==> src/rtl/spi_shifter_n.sv <==
// Parameterised SPI-style shift register: parallel load, serial shift
// in/out, framed by a bit counter with a one-cycle completion pulse.
module spi_shifter_n #(
    parameter int DATA_WIDTH = 8,
    parameter bit MSB_FIRST  = 1'b1,
    localparam int CNT_W     = $clog2(DATA_WIDTH + 1)
) (
    input  logic                  clk,
    input  logic                  rst,
    input  logic                  load,
    input  logic [DATA_WIDTH-1:0] load_data,
    input  logic                  shift_en,
    input  logic                  serial_in,
    output logic                  serial_out,
    output logic [DATA_WIDTH-1:0] data_out,
    output logic                  busy,
    output logic                  done,
    output logic [CNT_W-1:0]      bit_cnt
);

    typedef enum logic {
        IDLE  = 1'b0,
        SHIFT = 1'b1
    } state_t;

    localparam logic [CNT_W-1:0] LAST_BIT = CNT_W'(DATA_WIDTH - 1);
    localparam logic [CNT_W-1:0] CNT_ONE  = CNT_W'(1);

    state_t                state;
    logic [DATA_WIDTH-1:0] sr;
    logic [DATA_WIDTH-1:0] sr_shift;
    logic                  shift_go;

    generate
        if (MSB_FIRST) begin : g_msb
            assign sr_shift   = {sr[DATA_WIDTH-2:0], serial_in};
            assign serial_out = sr[DATA_WIDTH-1];
        end else begin : g_lsb
            assign sr_shift   = {serial_in, sr[DATA_WIDTH-1:1]};
            assign serial_out = sr[0];
        end
    endgenerate

    assign shift_go = (state == SHIFT) && shift_en;
    assign busy     = (state == SHIFT);

    // load wins over shift_en and restarts any frame in flight
    always_ff @(posedge clk) begin
        if (rst) begin
            state    <= IDLE;
            sr       <= '0;
            data_out <= '0;
            bit_cnt  <= '0;
            done     <= 1'b0;
        end else begin
            done <= 1'b0;
            if (load) begin
                state   <= SHIFT;
                sr      <= load_data;
                bit_cnt <= '0;
            end else if (shift_go) begin
                sr      <= sr_shift;
                bit_cnt <= bit_cnt + CNT_ONE;
                if (bit_cnt == LAST_BIT) begin
                    state    <= IDLE;
                    data_out <= sr_shift;
                    done     <= 1'b1;
                end
            end
        end
    end

endmodule

==> config.mk <==
export PLATFORM = sky130hd
export DESIGN_NAME = spi_shifter_n
export DESIGN_NICKNAME = d
export VERILOG_FILES = /design/src/rtl/spi_shifter_n.sv
export SDC_FILE = /design/constraint.sdc
export NUM_CORES = 1
export LEC_CHECK = 0
export BUFFER_PORTS_ARGS = -buffer_cell sky130_fd_sc_hd__buf_2
export CORE_UTILIZATION = 30
export CTS_BUF_LIST = sky130_fd_sc_hd__clkbuf_2 sky130_fd_sc_hd__clkbuf_4 sky130_fd_sc_hd__clkbuf_8
export DETAILED_ROUTE_END_ITERATION = 12
export PLACE_DENSITY = 0.61
export SLEW_MARGIN = 20
export SYNTH_ARGS = -nofsm -noshare
export SYNTH_HDL_FRONTEND = slang
export SYNTH_SLANG_ARGS = --single-unit
==> constraint.sdc <==
create_clock -name clk -period 1.1 [get_ports clk]
set_clock_uncertainty 0.05 [all_clocks]
set_input_delay 0.22 -clock clk [delete_from_list [all_inputs] [get_ports clk]]
set_output_delay 0.22 -clock clk [all_outputs]
set_load 0.02 [all_outputs]
# Word level (Yosys, flattened, before mapping)
# Cells that the tools add are included.
# Widths: inputs -> output; s select.
word_totals:
  regBits: 22
  in_bits: 13
  output_inout_bits: 15
  elab_cells: 22
classes:
  n_addsub: 1
  n_eq_ne: 1
  muxes: 6
  bitwise_logic: 2
  n_reduce_logical: 7
ops:
  columns: ["cell", "count"]
  rows:
  - ["$mux 8", 2]
  - ["$add 4x1->4 const B", 1]
  - ["$eq 4x3->1 const B", 1]
  - ["$mux 1", 4]
  - ["$reduce_bool 2->1", 2]
  - ["$reduce_and 3->1", 1]
  - ["$reduce_or 3->1", 1]
  - ["$not 1->1", 2]
  - ["$reduce_and 2->1", 1]
  - ["$reduce_or 2->1", 1]
  - ["$logic_and 1x1->1", 1]

# Longest topological paths before layout
depth:
  word_depth: 4
  depth_mapped: 5
  ltp_nobuf: 4

# Worst setup path before layout
# No wires, ideal clock.
synth_timing:
  kind: "reg2reg"
  startpoint: "register bit_cnt[0]"
  endpoint: "register data_out[0]"
  setup_ps: 72
  arrival_ps: 1254
  required_ps: 978
  path_slack_ps: -275
  stages_incl_launch_ff: 6
  path_buffers: 1
  period_less_slack_ps: 1375
  cell_sequence: "dfxtp_1 ha_1 nand2_1 nor4_2 buf_4 mux2i_1"
synth_between:
  elab_chain_cells: 2
synth_lines:
  columns: ["item", "line", "text"]
  rows:
  - ["start: declaration", "18", "output logic [CNT_W-1:0] bit_cnt"]
  - ["start signal: assignment", "63", "bit_cnt <= bit_cnt + CNT_ONE;"]
  - ["$eq 4x3->1", "64", "if (bit_cnt == LAST_BIT) begin"]
  - ["$reduce_and 3->1 (no source line)", null, null]
  - ["end signal: assignment", "66", "data_out <= sr_shift;"]
  - ["end: declaration", "15", "output logic [DATA_WIDTH-1:0] data_out,"]
# Every way passes these cells.
# A chain may end at the register's enable or synchronous reset.

# Worst setup path in the final report
layout_timing:
  startpoint: "register bit_cnt[1]"
  endpoint: "register data_out[0]"
# Same word-level chain as after synthesis.

==> metrics.yaml <==
run_status: "finished with violations"
violations: "negative setup slack"
clock_tree.buffer_depth: 2
rsz0062_at_grt: "true"
synth.avg_cell_area_um2: 9.46
crit_path_end_kind: "register"
worst_pin_slew_ns: 0.392
start_util_pct: 32.0
layout_common_cells: "buf_6 (22), nand2b_1 (16), buf_4 (13), nor3_1 (12), buf_2 (12)"
period_share_pct: 120
routabilityCongestion: 0.797
drt-initial-drc-count: 14
drive_gt1_share_pct: 59.7
synth.distinct_cells: 21
syn-cell-area_um2: 983
peakVddDrop_uv: 468
core_area_um2: 3080
gr-total-overflow: 0
hold_path_startpoint: "load_data[2]"
relSlewSlack_pct: 73.9
pwr-share-seq_pct: 54.6
min_delay_path_depth: 3
cts-root-buf: "clkbuf_4"
setup_viol: 26
clkTransAtPathRegs_ns: 0.13
power_mw: 1.54
grt_pass1_vias: 876
rows: 20
r2r-end: "data_out[0]$_SDFFE_PP0P_"
io_pins: 28
reg2regPathDepth: 5
synth-warning-count: 0
cts.htree.levels: 1
drt_first_pass_iters: 4
whs_endpoint: "sr[2]$_SDFFE_PP0P_"
r2r_start: "bit_cnt[1]$_SDFFE_PP0P_"
setup.worst_path.start_class: "register"
hp-class: "input pin to register"
vias: 890
wirelength_mm: 2.51
synth_nets: 118
required_ns: 1.28
dpl_cell_area_um2: 1280
finalMaxSlewViolations: 0
antenna_found_initial: 0
p_switching_uw: 390
dpl.hpwl_mm: 1.53
yosysSeqAreaShare_pct: 44.8
max_freq_mhz: 756
grt_max_degree: 29
nNetsFinal: 164
grt.total_usage_pct: 16.1
layout_commonest_cell: "buf_6"
fin_crit_ns: 1.32
combinationalPowerShare_pct: 15.8
criticalPathCategory: "register to register"
cts_buffers: 3
ys_ff_latch: 22
grt_pass1_wl_mm: 4.17
dieWidth_um: 59.3
dieArea_um2: 3510
leakagePower_nw: 0.654
clockPowerShare_pct: 29.7
clock_latency_ns: 0.31
maxCapViolCount: 0
diodes: 0
cts_sinks: 22
ff2ff_setup_slack_ns: -0.22
worst_ep_arrival_time_ns: 1.51
avgRoutedWirePerCell_um: 13.0
p_int_mw: 1.15
synthCells: 104
die_h_um: 59.3
viasPerCell: 4.61
hold_violations: 0
port-buffer-count: 27
power_density_nw_per_um2: 947
p_sw_share_pct: 25.3
cts_tree: "yes"
fin_ws_ns: -0.222
antenna_left: 0
syn2layout_area_growth_pct: 65.4
drc: 0
cp_max_fo: 5
fin_area_um2: 1630
power by group through the flow:
| stage | Combinational (mW) | Clock (mW) | Sequential (mW) |
|---|---|---|---|
| finish | 0.243 | 0.457 | 0.841 |
| detailed placement | 0.176 | 0 | 0.852 |
| global placement | 0.174 | 0 | 0.850 |
| floorplan | 0.0964 | 0 | 0.856 |
| CTS | 0.230 | 0.474 | 0.839 |
| global route | 0.263 | 0.510 | 0.845 |
logic make-up (layout without fill, tap and decap cells):
family | after synthesis | after routing | synth area share, %
AOI/OAI and AO/OA | 10 | 10 | 7.89
DFF | 22 | 22 | 44.8
xor gates and xnor gates | 2 | 2 | 1.78
muxes | 9 | 9 | 9.16
adders and majority gates | 1 | 1 | 1.27
and+or+nand+nor | 52 | 52 | 31.6
buffers and inverters | 8 | 53 | 3.56
critical path: stages, from the launching register on:
cell,delay (ns)
dfxtp_4,0.40
ha_4,0.16
nand2_4,0.06
nor4_4,0.20
buf_6,0.19
mux2i_1,0.19
cell type report:
cell class / instances / area [um^2]
tap: 44 / 55.1
timing repair buffer: 49 / 440
multi-input combinational: 74 / 627
clock buffer: 4 / 36.3
sequential: 22 / 468
fill: 289 / 1450
registers in the layout, summed over array words and instances, names as in the netlist:
register / flops
busy: 1
sr: 8
bit_cnt: 4
data_out: 8
done: 1
metrics by stage:
stage                     TNS (ns)  instances  hold WS, ns  setup slack, ns  util, %
final                        -2.95        193        0.116           -0.222     52.8
after global routing         -4.37        193        0.103           -0.290     52.8
after floorplan             -0.855        104        0.325          -0.0958        -
after CTS                    -2.95        190        0.109           -0.189     50.2
after global placement      -0.992        180        0.409           -0.101     41.5
after detailed placement     -1.26        180        0.415           -0.123     41.5
cell usage after synthesis (all sizes together):
cell    count  share of area, %
nand2       2               1.0
ha          1               1.3
clkbuf      6               2.3
and2b       1              0.76
nor4        1               1.3
and3        8               5.1
nor2        1              0.38
o21ai       1              0.51
nand3       2               1.0
dfxtp      22                45
mux2i       9               9.2
a211oi      9               7.4
nand2b     16                10
nor3       12               6.1
buf         2               1.3
nor2b       8               5.1
xor2        2               1.8
or3         1              0.64
worst max-delay path by stage:
stage,from,end,slack (ns),cells past startpoint
CTS,busy$_SDFFE_PP0P_,busy,-0.19,3
global route,bit_cnt[1]$_SDFFE_PP0P_,data_out[5]$_SDFFE_PP0P_,-0.29,5
detailed placement,bit_cnt[1]$_SDFFE_PP0P_,data_out[1]$_SDFFE_PP0P_,-0.12,5
floorplan,bit_cnt[1]$_SDFFE_PP0P_,data_out[0]$_SDFFE_PP0P_,-0.1,5
finish,bit_cnt[1]$_SDFFE_PP0P_,data_out[0]$_SDFFE_PP0P_,-0.22,5
global placement,bit_cnt[1]$_SDFFE_PP0P_,data_out[3]$_SDFFE_PP0P_,-0.10,5
what timing repair did:
item / CTS / global route
hold buffers: 0 / 0
pin swaps: 13 / 3
buffers inserted: 5 / 4
gates cloned: 1 / 0
setup endpoints to repair: 34 / 37
resized for setup: 53 / 20
metal layers:
| layer | track usage [%] | vias to the layer above | share of wire [%] |
|---|---|---|---|
| met3 | 1.53 | 4 | 3.3 |
| met5 | 0 | - | 0 |
| met4 | 9.18 | 0 | 1.9 |
| li1 | - | 452 | - |
| met1 | 21.3 | 414 | 46 |
| met2 | 25.4 | 20 | 49 |
(Power assumes the default switching activity.)
